File: src/rtl/rpm_scan_controller.sv
// rtl/rpm_scan_controller.sv - round-robin tach period scanner sharing one counter; RPM_SCAN_SYNC_EN adds 2-flop input synchronizers
module rpm_scan_controller #(
  parameter int CHANNELS = 4,
  parameter int CNT_W    = 32,
  parameter int TIMEOUT  = 1000000,
  localparam int CH_W    = (CHANNELS > 1) ? $clog2(CHANNELS) : 1
) (
  input  logic                clk,
  input  logic                rst_n,
  input  logic                enable,
  input  logic [CHANNELS-1:0] tach,
  output logic                res_valid,
  input  logic                res_ready,
  output logic [CH_W-1:0]     res_chan,
  output logic [CNT_W-1:0]    res_period,
  output logic                res_stall,
  output logic                busy
);

  // Counter value on the last cycle before a channel is declared stalled
  localparam logic [CNT_W-1:0] TMO_LAST = CNT_W'(TIMEOUT - 1);
  localparam logic [CH_W-1:0]  LAST_CH  = CH_W'(CHANNELS - 1);

  typedef enum logic [1:0] {
    IDLE,
    SYNC,
    MEASURE,
    REPORT
  } state_t;

  state_t              state;
  logic [CH_W-1:0]     chan;
  logic [CNT_W-1:0]    cnt;
  logic [CHANNELS-1:0] tach_s;
  logic [CHANNELS-1:0] prev;
  logic [CHANNELS-1:0] tach_edge;
  logic                chan_edge;
  logic [CH_W-1:0]     chan_next;

`ifdef RPM_SCAN_SYNC_EN
  logic [CHANNELS-1:0] sync1;
  logic [CHANNELS-1:0] sync2;

  // Two-flop synchronizer for asynchronous tach pins
  always_ff @(posedge clk or negedge rst_n) begin
    if (!rst_n) begin
      sync1 <= '0;
      sync2 <= '0;
    end else begin
      sync1 <= tach;
      sync2 <= sync1;
    end
  end

  assign tach_s = sync2;
`else
  assign tach_s = tach;
`endif

  // Previous sample of every tach bit, updated every cycle for edge detection
  always_ff @(posedge clk or negedge rst_n) begin
    if (!rst_n) begin
      prev <= '0;
    end else begin
      prev <= tach_s;
    end
  end

  assign tach_edge = tach_s & ~prev;
  assign chan_edge = tach_edge[chan];
  assign chan_next = (chan == LAST_CH) ? '0 : chan + CH_W'(1);

  // Scan state machine: sync to the first edge, count to the second, report, advance
  always_ff @(posedge clk or negedge rst_n) begin
    if (!rst_n) begin
      state      <= IDLE;
      chan       <= '0;
      cnt        <= '0;
      res_valid  <= 1'b0;
      res_chan   <= '0;
      res_period <= '0;
      res_stall  <= 1'b0;
      busy       <= 1'b0;
    end else begin
      case (state)
        IDLE: begin
          cnt <= '0;
          if (enable) begin
            state <= SYNC;
            busy  <= 1'b1;
          end
        end

        SYNC: begin
          if (!enable) begin
            // Abandon the measurement; chan is kept so the same channel is retried
            state <= IDLE;
            busy  <= 1'b0;
            cnt   <= '0;
          end else if (chan_edge) begin
            cnt   <= CNT_W'(1);
            state <= MEASURE;
          end else if (cnt == TMO_LAST) begin
            res_valid  <= 1'b1;
            res_chan   <= chan;
            res_period <= '0;
            res_stall  <= 1'b1;
            state      <= REPORT;
          end else begin
            cnt <= cnt + CNT_W'(1);
          end
        end

        MEASURE: begin
          if (!enable) begin
            state <= IDLE;
            busy  <= 1'b0;
            cnt   <= '0;
          end else if (chan_edge) begin
            // Edge has priority over a coincident timeout
            res_valid  <= 1'b1;
            res_chan   <= chan;
            res_period <= cnt;
            res_stall  <= 1'b0;
            state      <= REPORT;
          end else if (cnt == TMO_LAST) begin
            res_valid  <= 1'b1;
            res_chan   <= chan;
            res_period <= '0;
            res_stall  <= 1'b1;
            state      <= REPORT;
          end else begin
            cnt <= cnt + CNT_W'(1);
          end
        end

        REPORT: begin
          if (res_ready) begin
            res_valid <= 1'b0;
            chan      <= chan_next;
            cnt       <= '0;
            if (enable) begin
              state <= SYNC;
              busy  <= 1'b1;
            end else begin
              state <= IDLE;
              busy  <= 1'b0;
            end
          end
        end

        default: begin
          state     <= IDLE;
          busy      <= 1'b0;
          res_valid <= 1'b0;
          cnt       <= '0;
        end
      endcase
    end
  end

endmodule

File: config.mk
export PLATFORM = sky130hd
export DESIGN_NAME = rpm_scan_controller
export DESIGN_NICKNAME = d
export VERILOG_FILES = /design/src/rtl/rpm_scan_controller.sv
export SDC_FILE = /design/constraint.sdc
export NUM_CORES = 1
export LEC_CHECK = 0
export ABC_AREA = 1
export CORE_MARGIN = 5
export CORE_UTILIZATION = 40
export DETAILED_ROUTE_END_ITERATION = 12
export PLACE_DENSITY = 0.67
export SYNTH_ARGS = -nofsm -noshare
export SYNTH_HDL_FRONTEND = slang
export SYNTH_SLANG_ARGS = --single-unit
File: constraint.sdc
create_clock -name clk -period 2.42 [get_ports clk]
set_input_delay 0.484 -clock clk [delete_from_list [all_inputs] [get_ports clk]]
set_output_delay 0.484 -clock clk [all_outputs]
set_load 0.005 [all_outputs]
* Word-level counts from Yosys, hierarchy flattened
Cells that the tools add are included.
Storage, ports and cells: output and inout bits 37, bits in registers 77, input port bits 8, word-level logic and storage cells 85
Operators by class: magnitude comparators 1, bitwise gates (word level) 2, multiplexer cells 49, add/sub/neg operators 2, equality and inequality tests 12, reductions and logical operators 10
Operator list (number):
- $mux 32 | 11
- $pmux 32 s4 | 1
- $pmux 32 s2 | 1
- $add 32x1->32 const B | 1
- $eq 32x20->1 const B | 1
- $mux 2 | 13
- $mux 1 | 17
- $ne 2x2->1 const B | 6
- $pmux 2 s4 | 1
- $eq 2x2->1 const B | 3
- $pmux 1 s3 | 2
- $reduce_and 2->1 | 3
- $reduce_and 5->1 | 1
- $and 4x4->4 | 1
- $not 4->4 | 1
- $pmux 2 s2 | 1
- $reduce_and 4->1 | 1
- $lt 2x3->1 const B | 1
- $ne 3x3->1 const B | 1
- $reduce_and 3->1 | 1
- $reduce_bool 3->1 | 1
- $add 2x1->2 const B | 1
- $bmux 1 s2 | 1
- $eq 2x1->1 const B | 1
- 4 further kinds | 4

* Longest topological paths before layout
word-level depth 7, depth in mapped cells 12, mapped depth without buffers 12

* Least setup slack after synthesis
Ideal clock, no wire load.
kind reg2reg, from register state[0], to register cnt[18], arrival time 1.568 ns, required time 2.295 ns, path slack 0.727 ns, period minus slack after synthesis 1.693 ns, setup time 0.125 ns, buffers on the path 1, cell stages (with the launch flop) 11, cells stage by stage dfrtp_1 inv_1 ha_1 inv_1 nor2_8 nand2_8 nand2_4 buf_2 o21ai_0 nand2_1 nor2_1
On the way: word-level cells in the longest chain between the ends 3
Ends and longest elaborated chain:
- start: declaration | RTL line 31 | state_t state;
- start signal: assignment | RTL line 76 | state <= IDLE;
- start signal: assignment | RTL line 89 | state <= SYNC;
- start signal: assignment | RTL line 97 | state <= IDLE;
- $eq 2x2->1 | RTL line 85 | case (state)
- $ne 3x3->1 (no source line) or $ne 2x2->1 (tied branches)
- $reduce_and 2->1 (no source line)
- end signal: assignment | RTL line 110 | cnt <= cnt + CNT_W'(1);
- end signal: assignment | RTL line 133 | cnt <= cnt + CNT_W'(1);
- end: declaration | RTL line 33 | logic [CNT_W-1:0] cnt;
Parallel ways exist; a longest one is shown, timed or not. A chain may end at the register's enable or synchronous reset.

* Worst setup path after layout
from register state[0], to register cnt[31]
Same word-level chain as after synthesis.

==> results.cfg <==
[finish]
post-route-util_pct = 49.36
syn2layout_area_growth_pct = 19.93
count_of_placed_standard_cells_in_the_final_layout_fillers_left_out = 785
n_antenna_cell = 0
design.final.nets = 655
post_route_cells_drive_above_1_share_pct = 14.88
num-fill-cells = 1096
design_area_um2 = 5398

[global_route]
pin_count_of_the_biggest_net_entering_global_routing = 42
first_global_vias = 3785
globalRouteTotalUtil_pct = 16.72
grt_antenna_before_repair = 0
grt_first_pass_wirelength_mm = 18.04
globalRouteOverflowTotal = 0

[floorplan]
die_area_um2 = 13470
ioPinCount = 45
initial_util_pct = 41.16
placeableCoreArea_um2 = 10940
die_w_um = 116.1
floorplan.die.height_um = 116.1
placementRows = 38

[clocking]
cts_num_sinks = 77
postCtsSetupRepairBufs = 0
post_cts_resize_count = 0
cts.hold.buffers_added = 0
cts_bufs_inserted = 9
cts_root_buf = sky130_fd_sc_hd__clkbuf_16
clock_insertion_delay_worst_skew_ns = 0.34
clk_path_buf_depth = 2
cts_tree = done
h-tree-depth = 3
clk_transition_reported_paths_ns = 0.06

[synthesis]
total_nets_after_synthesis = 607
synth.largest_area_cell = sky130_fd_sc_hd__dfrtp_1
syn-cell-area_um2 = 4501
synth.distinct_cells = 35
synth_edf_count = 0
synth_flop_cell = sky130_fd_sc_hd__dfrtp_1
yosysWarningCount = 0
yosys.cell_count.top_type = sky130_fd_sc_hd__nand2_1
share_of_the_synthesized_area_in_the_top_cell_type_pct = 42.81
synthArstFlopShare_pct = 100.0
syn_inst = 592
avgSynthCellArea_um2 = 7.602
ys_seq_elements = 77
ys_seq_area_share_pct = 42.81
netlist_top_cells_count = sky130_fd_sc_hd__nand2_1 (142), sky130_fd_sc_hd__nor2_1 (118), sky130_fd_sc_hd__dfrtp_1 (77)
ys_top_cells_by_area = sky130_fd_sc_hd__dfrtp_1 (43%), sky130_fd_sc_hd__nand2_1 (12%), sky130_fd_sc_hd__nor2_1 (9.8%)

[outcome]
status = finished clean

[critical_path]
worstSetupPathType = reg2reg
critical_path.endpoint_type = flip-flop
worst-r2r-cell-count = 10
worst-path-max-fanout = 37
crit_path_start = state[0]
critical_path.startpoint_type = flip-flop
cp.arrival_ns = 2.36
crit_required_ns = 2.69
rr_startpoint = state[0]

[placement]
finalWeightedCongestion = 0.8810
place.port_buffers = 44
placement.setup.worst_slack_ns = 0.1037
dp_cells = 769
place_area_um2 = 5082
detailed_place_hpwl_mm = 7.724

[route]
antenna_left = 0
drt_pass1_iterations = 4
initialDrtViolationCount = 217
postRouteWirelength_mm = 10.49
via_count = 3848
drcViolationCount = 0
avgViaCountPerCell = 4.902
drt-wirelength-per-cell_um = 13.37

[sta]
timing.final.ws_setup_ns = 0.3230
fin_crit_sh_pct = 86.65
grt_setup_unrepaired = false
final.setup_skew_ns = 0.005447
slew_headroom_pct = 67.20
final_slew_violations = 0
worst_pin_slew_ns = 0.4920
holdWs_ns = 0.1083
timing.final.setup_violations = 0
timing.fmax_ghz = 0.4769
final.min_clock_period_ns = 2.097
hold_violations = 0
accumulated_negative_setup_slack_ns = 0

[power]
max-vdd-ir-drop_uv = 444.6
report.power.total_mw = 5.138
power_frac_comb_pct = 35.7
total_switching_power_mw = 1.613
p_leak_nw = 2.440
clkPwrFrac_pct = 28.0
p_int_mw = 3.525
swShare_pct = 31.39
power_per_cell_area_nw_per_um2 = 951.9
sequentialPowerShare_pct = 36.3

[run]
cap_violations = 0

[min_path]
min-delay-path-class = in2async
## critical path, stage by stage, from the launching register on
cell                      delay, ns
sky130_fd_sc_hd__dfrtp_1       0.41
sky130_fd_sc_hd__inv_1         0.15
sky130_fd_sc_hd__ha_1          0.32
sky130_fd_sc_hd__inv_1         0.18
sky130_fd_sc_hd__nor2_8        0.20
sky130_fd_sc_hd__nand2_8       0.08
sky130_fd_sc_hd__nand2_4       0.32
sky130_fd_sc_hd__nor2_1        0.13
sky130_fd_sc_hd__nand2_1       0.08
sky130_fd_sc_hd__nand2_1       0.05
sky130_fd_sc_hd__nor2_1        0.09
## layout make-up
| type | count | area (µm²) | area share, % |
|---|---|---|---|
| clock buffers | 9 | 225.2 | 4.172 |
| clock inverters | 7 | 90.09 | 1.669 |
| inverters | 90 | 337.8 | 6.259 |
| multi-input cells | 410 | 2120 | 39.27 |
| flip-flops and latches | 77 | 1927 | 35.70 |
| well taps | 140 | 175.2 | 3.245 |
| repair buffers | 52 | 523.0 | 9.689 |
## flip-flops by register name, indices dropped and copies added, names as in the netlist
name / count
chan: 2
state: 2
res_period: 32
prev: 4
res_chan: 2
res_valid: 1
cnt: 32
busy: 1
res_stall: 1
## metal layers
| layer | share of wire, % | vias to the layer above | GRT usage, % | routed length, µm |
|---|---|---|---|---|
| met5 | 0 | - | 0 | 0 |
| met1 | 44 | 1832 | 21.12 | 4650 |
| met2 | 51 | 56 | 28.85 | 5316 |
| met4 | 1.2 | 0 | 4.099 | 129 |
| li1 | - | 1947 | - | - |
| met3 | 3.8 | 13 | 4.073 | 396 |
## kinds of logic after synthesis
kind of cell | after synthesis | share of synthesized area, %
buffers and inverters | 105 | 10.09
AND/OR/NAND/NOR | 339 | 33.33
adder cells (fa/ha/maj) | 7 | 1.946
flip-flops | 77 | 42.81
AO/OA/AOI/OAI | 62 | 11.43
XOR/XNOR | 2 | 0.3893
## path summary, 6_finish.rpt
kind / to / slack (ns)
hold / removal: res_period[22] / 0.11
setup reg to reg: cnt[31] / 0.32
hold reg to reg: res_chan[1] / 0.49
min in group clk: res_chan[1] / 0.49
setup / recovery: cnt[31] / 0.32
max in group asynchronous: cnt[3] / 1.73
## placed cells by master (no fill, tap or decap), types with 2 or more instances in the layout
master / instances
sky130_fd_sc_hd__clkbuf_16: 9
sky130_fd_sc_hd__o21ai_1: 7
sky130_fd_sc_hd__bufinv_16: 2
sky130_fd_sc_hd__nand2_1: 142
sky130_fd_sc_hd__nand2_4: 4
sky130_fd_sc_hd__nand3_1: 34
sky130_fd_sc_hd__nor4_1: 2
sky130_fd_sc_hd__inv_2: 27
sky130_fd_sc_hd__buf_4: 7
sky130_fd_sc_hd__nor2_1: 118
sky130_fd_sc_hd__nand2_2: 3
sky130_fd_sc_hd__clkdlybuf4s50_1: 43
sky130_fd_sc_hd__nand3_2: 2
sky130_fd_sc_hd__nor3_1: 14
sky130_fd_sc_hd__nor2_8: 2
sky130_fd_sc_hd__o22ai_2: 22
sky130_fd_sc_hd__and2_1: 2
sky130_fd_sc_hd__nor2_4: 2
sky130_fd_sc_hd__xor2_1: 2
sky130_fd_sc_hd__o21bai_1: 5
sky130_fd_sc_hd__buf_12: 2
sky130_fd_sc_hd__o21ai_0: 15
sky130_fd_sc_hd__dfrtp_1: 77
sky130_fd_sc_hd__nor2_2: 4
sky130_fd_sc_hd__clkinvlp_4: 2
sky130_fd_sc_hd__inv_1: 63
sky130_fd_sc_hd__nand4_1: 8
sky130_fd_sc_hd__clkinv_2: 3
sky130_fd_sc_hd__a21oi_1: 7
sky130_fd_sc_hd__ha_1: 7
## power groups by stage
stage | clock, mW | combinational [mW] | sequential [mW]
5_1_grt | 1.53 | 2.02 | 1.93
3_5_place_dp | 0 | 1.86 | 1.90
4_1_cts | 1.48 | 1.86 | 1.88
6_report | 1.44 | 1.83 | 1.86
3_3_place_gp | 0 | 1.84 | 1.89
2_1_floorplan | 0 | 0.976 | 1.90
(Power assumes the default switching activity.)
